===== src/rtl/sliding_window_3x3_if.sv =====
// Pixel stream in, 3x3 window out, for sliding_window_3x3.
// frame_cnt is present only when SW_FRAME_CNT_EN is defined.
interface sliding_window_3x3_if;
    logic       in_valid;
    logic [7:0] in_pixel;
    logic [7:0] sw_pixels1, sw_pixels2, sw_pixels3;
    logic [7:0] sw_pixels4, sw_pixels5, sw_pixels6;
    logic [7:0] sw_pixels7, sw_pixels8, sw_pixels9;
    logic       act;
    logic       frame_done;
`ifdef SW_FRAME_CNT_EN
    logic [15:0] frame_cnt;

    modport master (
        output in_valid, in_pixel,
        input  sw_pixels1, sw_pixels2, sw_pixels3, sw_pixels4, sw_pixels5,
               sw_pixels6, sw_pixels7, sw_pixels8, sw_pixels9,
               act, frame_done, frame_cnt
    );
    modport slave (
        input  in_valid, in_pixel,
        output sw_pixels1, sw_pixels2, sw_pixels3, sw_pixels4, sw_pixels5,
               sw_pixels6, sw_pixels7, sw_pixels8, sw_pixels9,
               act, frame_done, frame_cnt
    );
`else
    modport master (
        output in_valid, in_pixel,
        input  sw_pixels1, sw_pixels2, sw_pixels3, sw_pixels4, sw_pixels5,
               sw_pixels6, sw_pixels7, sw_pixels8, sw_pixels9,
               act, frame_done
    );
    modport slave (
        input  in_valid, in_pixel,
        output sw_pixels1, sw_pixels2, sw_pixels3, sw_pixels4, sw_pixels5,
               sw_pixels6, sw_pixels7, sw_pixels8, sw_pixels9,
               act, frame_done
    );
`endif
endinterface


===== src/rtl/sliding_window_3x3.sv =====
// Two-line-buffer 3x3 window generator over a raster pixel stream; emits interior windows only.
// Optional completed-frame counter enabled by SW_FRAME_CNT_EN.
module sliding_window_3x3 #(
    parameter int IMG_W = 64,
    parameter int IMG_H = 64
) (
    input  logic                  clk,
    input  logic                  rst,
    sliding_window_3x3_if.slave   sw_if
);
    localparam int CW = (IMG_W > 1) ? $clog2(IMG_W) : 1;
    localparam int RW = (IMG_H > 1) ? $clog2(IMG_H) : 1;

    logic [CW-1:0] col_q, col_d;
    logic [RW-1:0] row_q, row_d;
    logic [7:0]    lb1_q [IMG_W];
    logic [7:0]    lb2_q [IMG_W];
    logic [7:0]    win_q [9];
    logic          act_q;
    logic          frame_done_q;
    logic          accept;
    logic          last_col;
    logic          last_row;

    assign accept   = sw_if.in_valid;
    assign last_col = (col_q == CW'(IMG_W - 1));
    assign last_row = (row_q == RW'(IMG_H - 1));

    always_comb begin
        col_d = col_q;
        row_d = row_q;
        if (accept) begin
            if (last_col) begin
                col_d = '0;
                row_d = last_row ? '0 : row_q + RW'(1);
            end else begin
                col_d = col_q + CW'(1);
            end
        end
    end

    // Line buffers carry no reset; rows 0-1 after any reset rewrite them before a window uses them.
    always_ff @(posedge clk) begin
        if (accept && !rst) begin
            lb2_q[col_q] <= lb1_q[col_q];
            lb1_q[col_q] <= sw_if.in_pixel;
        end
    end

    always_ff @(posedge clk) begin
        if (rst) begin
            col_q        <= '0;
            row_q        <= '0;
            act_q        <= 1'b0;
            frame_done_q <= 1'b0;
            for (int i = 0; i < 9; i++) win_q[i] <= '0;
        end else begin
            col_q        <= col_d;
            row_q        <= row_d;
            act_q        <= accept && (row_q >= RW'(2)) && (col_q >= CW'(2));
            frame_done_q <= accept && last_row && last_col;
            if (accept) begin
                // win_q is row-major: [0..2] top (line r-2), [3..5] line r-1, [6..8] current line
                win_q[0] <= win_q[1];
                win_q[1] <= win_q[2];
                win_q[2] <= lb2_q[col_q];
                win_q[3] <= win_q[4];
                win_q[4] <= win_q[5];
                win_q[5] <= lb1_q[col_q];
                win_q[6] <= win_q[7];
                win_q[7] <= win_q[8];
                win_q[8] <= sw_if.in_pixel;
            end
        end
    end

`ifdef SW_FRAME_CNT_EN
    logic [15:0] frame_cnt_q;

    always_ff @(posedge clk) begin
        if (rst) begin
            frame_cnt_q <= '0;
        end else if (frame_done_q) begin
            frame_cnt_q <= frame_cnt_q + 16'd1;
        end
    end

    assign sw_if.frame_cnt = frame_cnt_q;
`endif

    assign sw_if.sw_pixels1 = win_q[0];
    assign sw_if.sw_pixels2 = win_q[1];
    assign sw_if.sw_pixels3 = win_q[2];
    assign sw_if.sw_pixels4 = win_q[3];
    assign sw_if.sw_pixels5 = win_q[4];
    assign sw_if.sw_pixels6 = win_q[5];
    assign sw_if.sw_pixels7 = win_q[6];
    assign sw_if.sw_pixels8 = win_q[7];
    assign sw_if.sw_pixels9 = win_q[8];
    assign sw_if.act        = act_q;
    assign sw_if.frame_done = frame_done_q;
endmodule


===== src/flat_wrapper.sv =====
// flat-port wrapper written by rule: the top's interface ports become plain ports
module sliding_window_3x3_flat 
#(
    parameter int IMG_W = 64,
    parameter int IMG_H = 64
)
  (clk, rst, sw_if_in_valid, sw_if_in_pixel, sw_if_sw_pixels1, sw_if_sw_pixels2, sw_if_sw_pixels3, sw_if_sw_pixels4, sw_if_sw_pixels5, sw_if_sw_pixels6, sw_if_sw_pixels7, sw_if_sw_pixels8, sw_if_sw_pixels9, sw_if_act, sw_if_frame_done);
  sliding_window_3x3_if sw_if_i ();
  input  logic clk;
  input  logic rst;
  input wire logic [$bits(sw_if_i.in_valid)-1:0] sw_if_in_valid;
  input wire logic [$bits(sw_if_i.in_pixel)-1:0] sw_if_in_pixel;
  output wire logic [$bits(sw_if_i.sw_pixels1)-1:0] sw_if_sw_pixels1;
  output wire logic [$bits(sw_if_i.sw_pixels2)-1:0] sw_if_sw_pixels2;
  output wire logic [$bits(sw_if_i.sw_pixels3)-1:0] sw_if_sw_pixels3;
  output wire logic [$bits(sw_if_i.sw_pixels4)-1:0] sw_if_sw_pixels4;
  output wire logic [$bits(sw_if_i.sw_pixels5)-1:0] sw_if_sw_pixels5;
  output wire logic [$bits(sw_if_i.sw_pixels6)-1:0] sw_if_sw_pixels6;
  output wire logic [$bits(sw_if_i.sw_pixels7)-1:0] sw_if_sw_pixels7;
  output wire logic [$bits(sw_if_i.sw_pixels8)-1:0] sw_if_sw_pixels8;
  output wire logic [$bits(sw_if_i.sw_pixels9)-1:0] sw_if_sw_pixels9;
  output wire logic [$bits(sw_if_i.act)-1:0] sw_if_act;
  output wire logic [$bits(sw_if_i.frame_done)-1:0] sw_if_frame_done;
  assign sw_if_i.in_valid = sw_if_in_valid;
  assign sw_if_i.in_pixel = sw_if_in_pixel;
  assign sw_if_sw_pixels1 = sw_if_i.sw_pixels1;
  assign sw_if_sw_pixels2 = sw_if_i.sw_pixels2;
  assign sw_if_sw_pixels3 = sw_if_i.sw_pixels3;
  assign sw_if_sw_pixels4 = sw_if_i.sw_pixels4;
  assign sw_if_sw_pixels5 = sw_if_i.sw_pixels5;
  assign sw_if_sw_pixels6 = sw_if_i.sw_pixels6;
  assign sw_if_sw_pixels7 = sw_if_i.sw_pixels7;
  assign sw_if_sw_pixels8 = sw_if_i.sw_pixels8;
  assign sw_if_sw_pixels9 = sw_if_i.sw_pixels9;
  assign sw_if_act = sw_if_i.act;
  assign sw_if_frame_done = sw_if_i.frame_done;
  sliding_window_3x3 #(.IMG_W(IMG_W), .IMG_H(IMG_H)) u_core (.clk(clk), .rst(rst), .sw_if(sw_if_i));
endmodule

===== config.mk =====
export PLATFORM = sky130hd
export DESIGN_NAME = sliding_window_3x3_flat
export DESIGN_NICKNAME = d
export VERILOG_FILES = /design/src/rtl/sliding_window_3x3_if.sv /design/src/rtl/sliding_window_3x3.sv /design/src/flat_wrapper.sv
export SDC_FILE = /design/constraint.sdc
export NUM_CORES = 1
export LEC_CHECK = 0
export CORE_ASPECT_RATIO = 1.25
export CORE_MARGIN = 3
export CORE_UTILIZATION = 45
export DETAILED_ROUTE_END_ITERATION = 16
export GPL_TIMING_DRIVEN = 0
export HOLD_SLACK_MARGIN = 0.06
export PLACE_DENSITY = 0.62
export SLEW_MARGIN = 40
export SYNTH_ARGS = -nofsm -noshare
export SYNTH_HDL_FRONTEND = slang
export SYNTH_SLANG_ARGS = --single-unit

===== constraint.sdc =====
create_clock -name clk -period 5.15 [get_ports clk]
set_input_delay 1.03 -clock clk [delete_from_list [all_inputs] [get_ports clk]]
set_output_delay 1.03 -clock clk [all_outputs]
set_load 0.01 [all_outputs]

==> results of run 1 <==
-- cell usage in the layout, fill, tap and decap left out, drive strengths merged, types with 4 or more instances in the layout --
cell           count
nand2             47
edfxtp          1096
nor2b             10
clkbuf           181
buf              153
clkdlybuf4s50     76
a32oi              4
a22oi             58
and2              60
nand2b             5
a221oi             9
a211oi             8
mux2i             30
xor2               4
nand4              5
nand3             22
clkinvlp           7
clkinv            38
ha                 4
inv                8
o22ai              8
mux4             273
dfxtp             20
o21ai             10
a21oi             29
nor2              98
bufinv            15
-- layout make-up --
cell class	instances	area share, %
diodes	1	0.00494
plain buffers	105	1.02
clock buffers	124	5.39
clock inverters	64	1.49
inverters	4	0.0296
multi-input cells	705	18.4
flip-flops and latches	1116	65.8
well taps	1206	2.98
repair buffers	181	4.91
-- kinds of logic (layout without fill, tap and decap cells) --
kind of cell / count (synthesis) / after routing / synth area share, %
AO/OA/AOI/OAI: 131 / 131 / 2.11
flip-flops: 1116 / 1116 / 78.3
AND/OR/NAND/NOR: 259 / 259 / 2.90
other: 0 / 1 / 0
XOR/XNOR: 7 / 7 / 0.144
buffers and inverters: 109 / 478 / 1.18
adder cells (fa/ha/maj): 4 / 4 / 0.118
multiplexers: 304 / 304 / 15.2
-- power by group --
part,internal [mW],switching (mW)
clock network,4.54,3.34
logic,0.525,0.807
registers,10.1,0.0262
total,15.2,4.17
-- flip-flops by register name (all words and copies together) (netlist names), named ones only --
name	flops
u_core.lb2_q	512
u_core.win_q	72
u_core.col_q	6
u_core.sw_if.frame_done	1
u_core.row_q	6
u_core.lb1_q	512
u_core.sw_if.act	1
-- worst register-to-register path: cells and delay by family (launching register included) --
kind	cells	cell delay, ns
buffers and inverters	5	2.14
AOI/OAI and AO/OA	3	1.17
and+or+nand+nor	2	0.36
DFF	1	0.30
-- through the flow --
step	instances	hold slack (ns)	setup WS (ns)	util (%)	power, mW
CTS	3503	0.525	1.07	54.2	19.5
finish	3506	0.520	0.975	54.3	19.4
floorplan	1930	0.469	1.29	-	11.0
global placement	3220	0.506	-2.43	48.1	11.6
global route	3505	0.569	0.902	54.3	19.9
detailed placement	3315	0.517	0.691	50.5	11.7
-- worst paths after layout --
kind | from | endpoint | slack [ns] | cells past startpoint
hold / removal | u_core.row_q[5] | u_core.sw_if.frame_done | 0.52 | 2
hold reg to reg | u_core.row_q[5] | u_core.sw_if.frame_done | 0.52 | 2
setup / recovery | flop | u_core.lb2_q[21][1] | 0.97 | 10
setup reg to reg | flop | u_core.lb2_q[21][1] | 0.97 | 10
-- layer usage --
layer / GRT usage, % / share of wire, % / vias up
met5: 0 / 0 / -
met4: 9.99 / 4.4 / 0
met3: 4.05 / 8.3 / 222
met2: 40.5 / 51 / 1168
met1: 31.0 / 37 / 11411
li1: - / - / 8663
==> results.txt, run 1 <==
----------------------------------------------------
[Power]
  Static leakage power ... 15.8 nW
  Max VDD drop ... 0.000267 V
  Pwr dens ... 382 nW/um^2

[Place]
  Post-DP HPWL ... 80900 um
  Placed cell areas ... 47100 um^2
  Count of buffers inserted at the top-level ports ... 84
  RePlAce Congestion ... 0.969

[Clock tree]
  Number of sinks handled by clock tree synthesis ... 1116
  TritonCTS clock tree ... yes
  Clock-pin slew of the registers on the worst-case setup and hold paths ... 0.06 ns
  CTS root buffer ... sky130_fd_sc_hd__clkbuf_16
  Quantity of hold-fixing buffers added after cts ... 0
  Total clock buffers created by CTS ... 103
  Number of buffers inserted to repair setup after CTS ... 0
  Clk_lat worst skew ... 0.70 ns
  Largest buffer count on any clock path ... 3
  H-tree levels ... 3
  Post-CTS resize count ... 0

[Worst setup path]
  Slowest stage cell, crit path ... sky130_fd_sc_hd__clkbuf_1
  Kind of end point of the critical path ... flop
  Worst Path Buf+Inv ... 5
  Critical Path RT ... 5.65 ns
  Cell family contributing the most delay on the critical path ... buffers and inverters
  Critical path type ... flop to flop
  Largest stage delay on the critical path ... 0.62 ns
  Critical path peak fanout ... 29
  Critical path, cell by cell ... clkbuf_1 -> nor2b_1 -> clkbuf_1 -> clkbuf_1 -> a22oi_1 -> nand2_1 -> o22ai_1 -> a21oi_4 -> buf_8 -> buf_8
  Startpoint type of the worst setup path ... flop
  Worst path most repeated cell ... sky130_fd_sc_hd__clkbuf_1
  Critical path data arrival time ... 4.67 ns

[Layout]
  Number of nets in the layout ... 2231
  Area used by multi-input combinational logic ... 9330 um^2
  Filler cell count in the final layout ... 6851
  Storage element area ... 33300 um^2
  Area delta synth->final ... 19.1%
  Post-route cell area ... 50700 um^2
  Share of final-layout standard cells stronger than drive strength 1 ... 29.1%

[Floorplan]
  Number of ports placed on the die boundary ... 85
  Site row count ... 125
  Starting utilization of the core area ... 45.5%
  Full die area ... 98300 um^2
  Horizontal die dimension ... 281 um
  Area of the core region ... 93400 um^2
  Vert. Die Dim ... 350 um

[Yosys]
  Fraction of synthesis flops using an asynchronous set or reset pin ... 0%
  Post-synth top area share ... 77.4%
  Synthesized instance count ... 1930
  Flops & latches, synth ... 1116
  YS warnings ... 0
  Cells taking the most area after synthesis ... sky130_fd_sc_hd__edfxtp_1, sky130_fd_sc_hd__mux4_2, sky130_fd_sc_hd__a22oi_1, sky130_fd_sc_hd__dfxtp_1, sky130_fd_sc_hd__and2_1
  Summed instance area of the synthesized netlist ... 42500 um^2
  Leading post-synthesis cells by instance count ... sky130_fd_sc_hd__edfxtp_1, sky130_fd_sc_hd__mux4_2, sky130_fd_sc_hd__nor2_1, sky130_fd_sc_hd__and2_1, sky130_fd_sc_hd__a22oi_1
  Number of unique standard cell types used by synthesis ... 45
  Number of enable-type register cells in the synthesized netlist ... 1096
  Portion of the post-synthesis area used by sequential elements ... 78.3%
  Avg Synthesized Cell Area ... 22.0 um^2
  Post-synthesis cell type with the largest combined area ... sky130_fd_sc_hd__edfxtp_1
  Main flop type after synthesis ... sky130_fd_sc_hd__edfxtp_1
  Number of nets produced by synthesis ... 1945
  Count leader, synth ... sky130_fd_sc_hd__edfxtp_1

[Detailed routing]
  Wirelength, routed ... 116000 um
  Per-cell via count in the routed design ... 6.12
  First drt pass iteration count ... 5
  Routed wire length per instance ... 33.0 um
  Post-route antenna net violation count ... 0
  Violation count after the first detailed-routing iteration ... 2656
  Via count of the routed design ... 21464
  Drt drc ... 0

[Timing]
  Final Cycle Share ... 81.1%
  Final number of max-transition violations ... 0
  Number of hold-slack violations in the final timing report ... 0
  Top achievable clock speed ... 240 MHz
  Final-report setup violation count ... 0
  Shortest period the worst path allows ... 4.18 ns
  Slew @ Worst Pin ... 0.895 ns
  Slew Limit Headroom ... 40.3%
  RSZ-0062 raised after global routing ... no
  Post-route setup TNS ... 0 ns
  Layout Skew ... 0.0454 ns

[Flow run]
  Maximum Capacitance Violations ... 0

[Global route]
  Overall routing resource usage ... 24.0%
  Maximum number of pins on one net before global-route repair ... 66
  Vias in the first global route ... 21884
  First-pass GRT wire length ... 164000 um
  Initial antenna violation count ... 4
  Global route overflow ... 0

[Worst hold path]
  Hold WC Path Type ... flop to flop

[Run status]
  Status ... completed

----------------------------------------------------
No activity file was read; power rests on OpenSTA's default activity.
==> run 2: changes to the inputs <==
PLACE_DENSITY = 0.64   (was 0.62)
clock period = 3.4 ns   (was 5.15 ns; I/O delays follow)
==> results.txt, run 2 (synthesis gave the netlist of run 1 again) <==
----------------------------------------------------
[Timing]
  Final number of max-transition violations ... 0 (unchanged)
  Final-report setup violation count ... 0 (unchanged)
  Final Cycle Share ... 98.5%
  Number of hold-slack violations in the final timing report ... 0 (unchanged)
  Slew Limit Headroom ... 40.1% (-0.28 points)
  Shortest period the worst path allows ... 3.35 ns
  Slew @ Worst Pin ... 0.899 ns (+0.00419 ns)
  Top achievable clock speed ... 299 MHz
  Layout Skew ... 0.0273 ns (-0.0181 ns)
  Post-route setup TNS ... 0 ns (unchanged)

[Flow run]
  Maximum Capacitance Violations ... 0 (unchanged)

[Worst setup path]
  Kind of end point of the critical path ... flop
  Startpoint type of the worst setup path ... input port
  Critical Path RT ... 3.78 ns (-1.87 ns)
  Critical path startpoint ... sw_if_in_valid
  Critical path peak fanout ... 10 (-66%)
  Critical path data arrival time ... 3.72 ns (-0.95 ns)
  Critical path type ... input port to flop

[Clock tree]
  CTS root buffer ... sky130_fd_sc_hd__clkbuf_16
  Total clock buffers created by CTS ... 101 (-1.9%)
  H-tree levels ... 3 (unchanged)
  Largest buffer count on any clock path ... 3 (unchanged)
  Clk_lat worst skew ... 0.69 ns (about the same)
  Number of sinks handled by clock tree synthesis ... 1116 (unchanged)
  TritonCTS clock tree ... yes
  Clock-pin slew of the registers on the worst-case setup and hold paths ... 0.06 ns (about the same)

[Power]
  Max VDD drop ... 0.000372 V (+39%)
  Portion of total power attributed to sequential cells ... 53.0% (+0.6 points)
  Post-layout total power ... 29.0 mW (+50%)
  Pwr dens ... 569 nW/um^2 (+49%)
  Fraction of power consumed by the clock network ... 39.9% (-0.8 points)
  Net switching power ... 6.27 mW (+50%)
  Switching fraction of total power ... 21.6% (+0.072 points)
  Combinational Power Share ... 7.1% (+0.2 points)
  Cell-internal power ... 22.8 mW (+50%)
  Static leakage power ... 16.0 nW (+0.72%)

[Place]
  Count of buffers inserted at the top-level ports ... 84 (unchanged)
  Total instance count after detailed placement ... 3311 (-0.12%)
  Placed cell areas ... 47200 um^2 (+0.17%)
  RePlAce Congestion ... 0.996 (+2.9%)
  Post-DP HPWL ... 80800 um (-0.13%)

[Layout]
  Post-route cell area ... 51000 um^2 (+0.66%)
  Area delta synth->final ... 19.9%
  Number of nets in the layout ... 2231 (unchanged)
  Fin util ... 54.6% (+0.36 points)
  Largest registers ... u_core.lb1_q: 512 flops, u_core.lb2_q: 512 flops, u_core.win_q: 72 flops
  Share of final-layout standard cells stronger than drive strength 1 ... 31.4% (+2.2 points)
  Most frequent cells in the layout ... sky130_fd_sc_hd__edfxtp_1, sky130_fd_sc_hd__mux4_2, sky130_fd_sc_hd__clkbuf_16, sky130_fd_sc_hd__clkdlybuf4s50_1, sky130_fd_sc_hd__nor2_4
  Antenna diode count ... 0 (-1)
  Final cell count without fillers ... 3508 (+0.057%)
  Leading cell type in the layout, fill and taps excluded ... sky130_fd_sc_hd__edfxtp_1

[Floorplan]
  Site row count ... 125 (unchanged)
  Horizontal die dimension ... 281 um (unchanged)
  Number of ports placed on the die boundary ... 85 (unchanged)
  Area of the core region ... 93400 um^2 (unchanged)
  Vert. Die Dim ... 350 um (unchanged)
  Full die area ... 98300 um^2 (unchanged)
  Starting utilization of the core area ... 45.5% (unchanged)

[Worst hold path]
  Hold WC Path Type ... input port to flop
  Launch instance of the worst min-delay path ... sw_if_in_pixel[0]

[Detailed routing]
  Violation count after the first detailed-routing iteration ... 2587 (-2.6%)
  Routed wire length per instance ... 32.9 um (-0.32%)
  Wirelength, routed ... 115000 um (-0.26%)
  First drt pass iteration count ... 6 (+1)
  Via count of the routed design ... 21571 (+0.50%)
  Drt drc ... 0 (unchanged)
  Per-cell via count in the routed design ... 6.15 (+0.44%)
  Post-route antenna net violation count ... 0 (unchanged)

[Global route]
  Global route overflow ... 0 (unchanged)
  Initial antenna violation count ... 1 (-3)
  Vias in the first global route ... 21880 (-0.018%)
  Overall routing resource usage ... 23.8% (-0.14 points)
  First-pass GRT wire length ... 163000 um (-0.66%)
  Maximum number of pins on one net before global-route repair ... 62 (-6.1%)

[Run status]
  Status ... completed

----------------------------------------------------
## run 2: cell count changes in the layout (fill, tap and decap cells not counted), moves of 7 or more
cell and change:
sky130_fd_sc_hd__a22oi_1 -7, sky130_fd_sc_hd__a22oi_2 +7, sky130_fd_sc_hd__buf_16 +8, sky130_fd_sc_hd__buf_2 -15, sky130_fd_sc_hd__buf_4 +8, sky130_fd_sc_hd__buf_6 +8
sky130_fd_sc_hd__clkbuf_1 -19, sky130_fd_sc_hd__clkinv_2 +12, sky130_fd_sc_hd__nor2_1 -7
## run 2: through the flow
step	hold slack [ns]	worst slack, ns
5_1_grt	0.231	-0.0124
3_3_place_gp	0.491	-2.70
3_5_place_dp	0.496	-0.987
4_1_cts	0.224	-0.00138
2_1_floorplan	0.469	0.420
6_report	0.243	0.0518
## run 2: power by group through the flow
stage               Combinational [mW]  Sequential [mW]  Clock, mW
floorplan                        0.992             15.7          0
finish                            2.06             15.4       11.6
global placement                  1.81             15.7          0
detailed placement                2.02             15.7          0
global route                      2.16             15.4       12.3
CTS                               2.05             15.4       11.7
## run 2: what timing repair did
action | 4_1_cts | 5_1_grt
endpoints found under the setup margin | 546 | 286
gates resized for setup | 61 | 20
pin swaps | 2 | 7
cloned | 1 | 0
setup buffers | 0 | 10
hold buffers | 0 | 0
## run 2: worst paths after layout
check | to | slack [ns] | cells after the start
setup reg to reg | u_core.lb2_q[29][5] | 0.06 | 10
hold reg to reg | u_core.sw_if.frame_done | 0.50 | 2
setup / recovery | u_core.lb2_q[34][3] | 0.05 | 8
hold / removal | u_core.lb1_q[43][0] | 0.24 | 1
## run 2: cell type report
cell class              instances  area (um^2)
well taps                    1206         1510
repair buffers                186         2710
clock buffers                 117         2650
multi-input cells             706         9470
inverters                       4         15.0
clock inverters                72          718
plain buffers                 101          616
fillers                      6805        42400
flip-flops and latches       1116        33300
## run 2: critical path, stage by stage
cell and delay (ns):
sky130_fd_sc_hd__clkdlybuf4s50_1 0.54, sky130_fd_sc_hd__clkbuf_1 0.39, sky130_fd_sc_hd__nand2b_1 0.10, sky130_fd_sc_hd__clkbuf_1 0.34, sky130_fd_sc_hd__nor2_1 0.44, sky130_fd_sc_hd__nand2_2 0.45, sky130_fd_sc_hd__nor2_4 0.54, sky130_fd_sc_hd__buf_8 0.22
## run 2: metal layers
layer  share of wire [%]  global-route usage (%)
met1                  36                    29.9
met2                  50                    39.4
met3                 8.8                    4.81
met4                 6.0                    12.5
met5                   0                       0
==> run 3: changes to the inputs <==
MAX_ROUTING_LAYER = met4   (was default)
SKIP_CTS_REPAIR_TIMING = 1   (was default)
==> results.txt, run 3 (synthesis gave the netlist of run 1 again) <==
----------------------------------------------------
[Clock tree]
  H-tree levels ... 3 (unchanged)
  Total clock buffers created by CTS ... 100 (-0.99%)
  Clock-pin slew of the registers on the worst-case setup and hold paths ... 0.07 ns (about the same)
  Number of sinks handled by clock tree synthesis ... 1116 (unchanged)
  Clk_lat worst skew ... 0.67 ns (-0.02 ns)
  TritonCTS clock tree ... yes
  Largest buffer count on any clock path ... 3 (unchanged)
  CTS root buffer ... sky130_fd_sc_hd__clkbuf_16

[Power]
  Portion of total power attributed to sequential cells ... 53.0% (about the same)
  Net switching power ... 6.26 mW (-0.29%)
  Combinational Power Share ... 7.2% (about the same)
  Switching fraction of total power ... 21.6% (-0.058 points)
  Static leakage power ... 16.0 nW (+0.13%)
  Post-layout total power ... 29.0 mW (about the same)
  Pwr dens ... 569 nW/um^2 (about the same)
  Cell-internal power ... 22.8 mW (about the same)
  Max VDD drop ... 0.000388 V (+4.2%)
  Fraction of power consumed by the clock network ... 39.8% (about the same)

[Timing]
  Top achievable clock speed ... 292 MHz (-2.3%)
  Number of hold-slack violations in the final timing report ... 0 (unchanged)
  RSZ-0062 raised after global routing ... yes
  Final Cycle Share ... 101% (+2.3 points)
  Post-route setup TNS ... -0.883 ns (-0.883 ns)
  Shortest period the worst path allows ... 3.43 ns (+0.0778 ns)
  Layout Skew ... 0.0269 ns (-0.000339 ns)
  Final number of max-transition violations ... 0 (unchanged)
  PnR worst setup slack ... -0.0260 ns (-0.0778 ns)
  Final-report setup violation count ... 83 (+83)
  Slew @ Worst Pin ... 0.913 ns (+0.0143 ns)
  Slew Limit Headroom ... 39.1% (-0.95 points)

[Worst setup path]
  Worst Path Buf+Inv ... 4 (unchanged)
  Largest stage delay on the critical path ... 0.49 ns (-0.05 ns)
  Critical path peak fanout ... 24 (+14)
  Logic depth of the worst setup path including buffers ... 9 (+1)
  Critical path type ... flop to flop
  Worst path most repeated cell ... sky130_fd_sc_hd__buf_8
  Critical Path RT ... 3.90 ns (+0.12 ns)
  Startpoint type of the worst setup path ... flop
  Slowest stage cell, crit path ... sky130_fd_sc_hd__and2_2
  Cell family contributing the most delay on the critical path ... buffers and inverters
  Kind of end point of the critical path ... flop
  Number of cells on the worst reg-to-reg path ... 9 (-1)
  Critical path, cell by cell ... clkbuf_2 -> and2_2 -> buf_2 -> a22oi_2 -> a21oi_1 -> nor2_4 -> a21oi_4 -> buf_8 -> buf_8
  Critical path data arrival time ... 3.92 ns (+0.20 ns)

[Detailed routing]
  Per-cell via count in the routed design ... 6.20 (+0.80%)
  Violation count after the first detailed-routing iteration ... 2711 (+4.8%)
  First drt pass iteration count ... 7 (+1)
  Wirelength, routed ... 116000 um (+1.0%)
  Via count of the routed design ... 21749 (+0.83%)
  Routed wire length per instance ... 33.2 um (+0.98%)
  Drt drc ... 0 (unchanged)
  Post-route antenna net violation count ... 0 (unchanged)

[Global route]
  First-pass GRT wire length ... 166000 um (+1.8%)
  Initial antenna violation count ... 1 (unchanged)
  Overall routing resource usage ... 25.0% (+1.1 points)
  Maximum number of pins on one net before global-route repair ... 65 (+4.8%)
  Global route overflow ... 0 (unchanged)
  Vias in the first global route ... 22058 (+0.81%)

[Place]
  Count of buffers inserted at the top-level ports ... 84 (unchanged)
  RePlAce Congestion ... 1.06 (+6.0%)
  Worst-case setup slack after placement ... -0.989 ns (-0.00177 ns)
  Post-DP HPWL ... 80900 um (+0.14%)
  Total instance count after detailed placement ... 3312 (+0.030%)

[Layout]
  Storage element area ... 33300 um^2 (about the same)
  Leading cell type in the layout, fill and taps excluded ... sky130_fd_sc_hd__edfxtp_1
  Number of nets in the layout ... 2236 (+0.22%)
  Final cell count without fillers ... 3509 (+0.029%)
  Largest registers ... u_core.lb1_q: 512 flops, u_core.lb2_q: 512 flops, u_core.win_q: 72 flops
  Filler cell count in the final layout ... 6825 (+0.29%)
  Area used by multi-input combinational logic ... 9440 um^2 (-0.26%)
  Most frequent cells in the layout ... sky130_fd_sc_hd__edfxtp_1, sky130_fd_sc_hd__mux4_2, sky130_fd_sc_hd__clkbuf_16, sky130_fd_sc_hd__clkdlybuf4s50_1, sky130_fd_sc_hd__nor2_4
  Area delta synth->final ... 19.9% (about the same)
  Share of final-layout standard cells stronger than drive strength 1 ... 31.0% (-0.39 points)
  Fin util ... 54.6% (about the same)

[Floorplan]
  Site row count ... 125 (unchanged)
  Area of the core region ... 93400 um^2 (unchanged)
  Vert. Die Dim ... 350 um (unchanged)
  Starting utilization of the core area ... 45.5% (unchanged)
  Horizontal die dimension ... 281 um (unchanged)
  Number of ports placed on the die boundary ... 85 (unchanged)
  Full die area ... 98300 um^2 (unchanged)

[Worst hold path]
  Hold WC Path Type ... input port to flop
  Cell depth of the worst hold path ... 1 (unchanged)

[Run status]
  Violations in the final reports ... negative setup slack
  Status ... finished, violations left

[Flow run]
  Maximum Capacitance Violations ... 0 (unchanged)

----------------------------------------------------
[run 3: cell count changes in the layout (fill, tap and decap cells not counted), sizes merged]
cell / change
a21oi: -1
buf: +1
bufinv: +2
clkbuf: +2
clkinv: +6
clkinvlp: -9
diode: +1
inv: -1
[run 3: final cells by class]
type                            instances  share of cell area [%]
Clock buffer                          113                    5.04
Multi-Input combinational cell        705                    18.5
Tap cell                             1206                    2.96
Buffer                                103                    1.31
Inverter                                4                  0.0294
Clock inverter                         70                    1.48
Antenna cell                            1                 0.00491
Sequential cell                      1116                    65.3
Timing Repair Buffer                  191                    5.35
[run 3: worst paths after layout]
check	from	endpoint	slack, ns
min reg2reg	u_core.row_q[5]	u_core.sw_if.frame_done	0.50
min	sw_if_in_pixel[3]	u_core.lb1_q[4][3]	0.33
max reg2reg	flop	u_core.lb2_q[26][5]	-0.03
max	flop	u_core.lb2_q[26][5]	-0.03
[run 3: per-layer routing]
metal  up-vias  wire (um)  global-route usage [%]
met3       300      10000                    5.10
met5         -          0                       -
li1       8675          -                       -
met2      1174      57800                    39.8
met4         0       6470                    12.2
met1     11600      42200                    30.7
[run 3: power groups by stage]
| stage | clock network (mW) | logic, mW | registers (mW) |
|---|---|---|---|
| after global routing | 12.2 | 2.19 | 15.4 |
| after CTS | 11.7 | 2.02 | 15.4 |
| after detailed placement | 0 | 2.01 | 15.7 |
| after floorplan | 0 | 0.992 | 15.7 |
| after global placement | 0 | 1.81 | 15.7 |
| final | 11.6 | 2.09 | 15.4 |
[run 3: metrics by stage]
stage               area, um^2  hold WS (ns)
finish                   51000         0.334
global route             51000         0.316
CTS                      50500         0.303
detailed placement       47200         0.487
global placement         44900         0.487
floorplan                42500         0.469
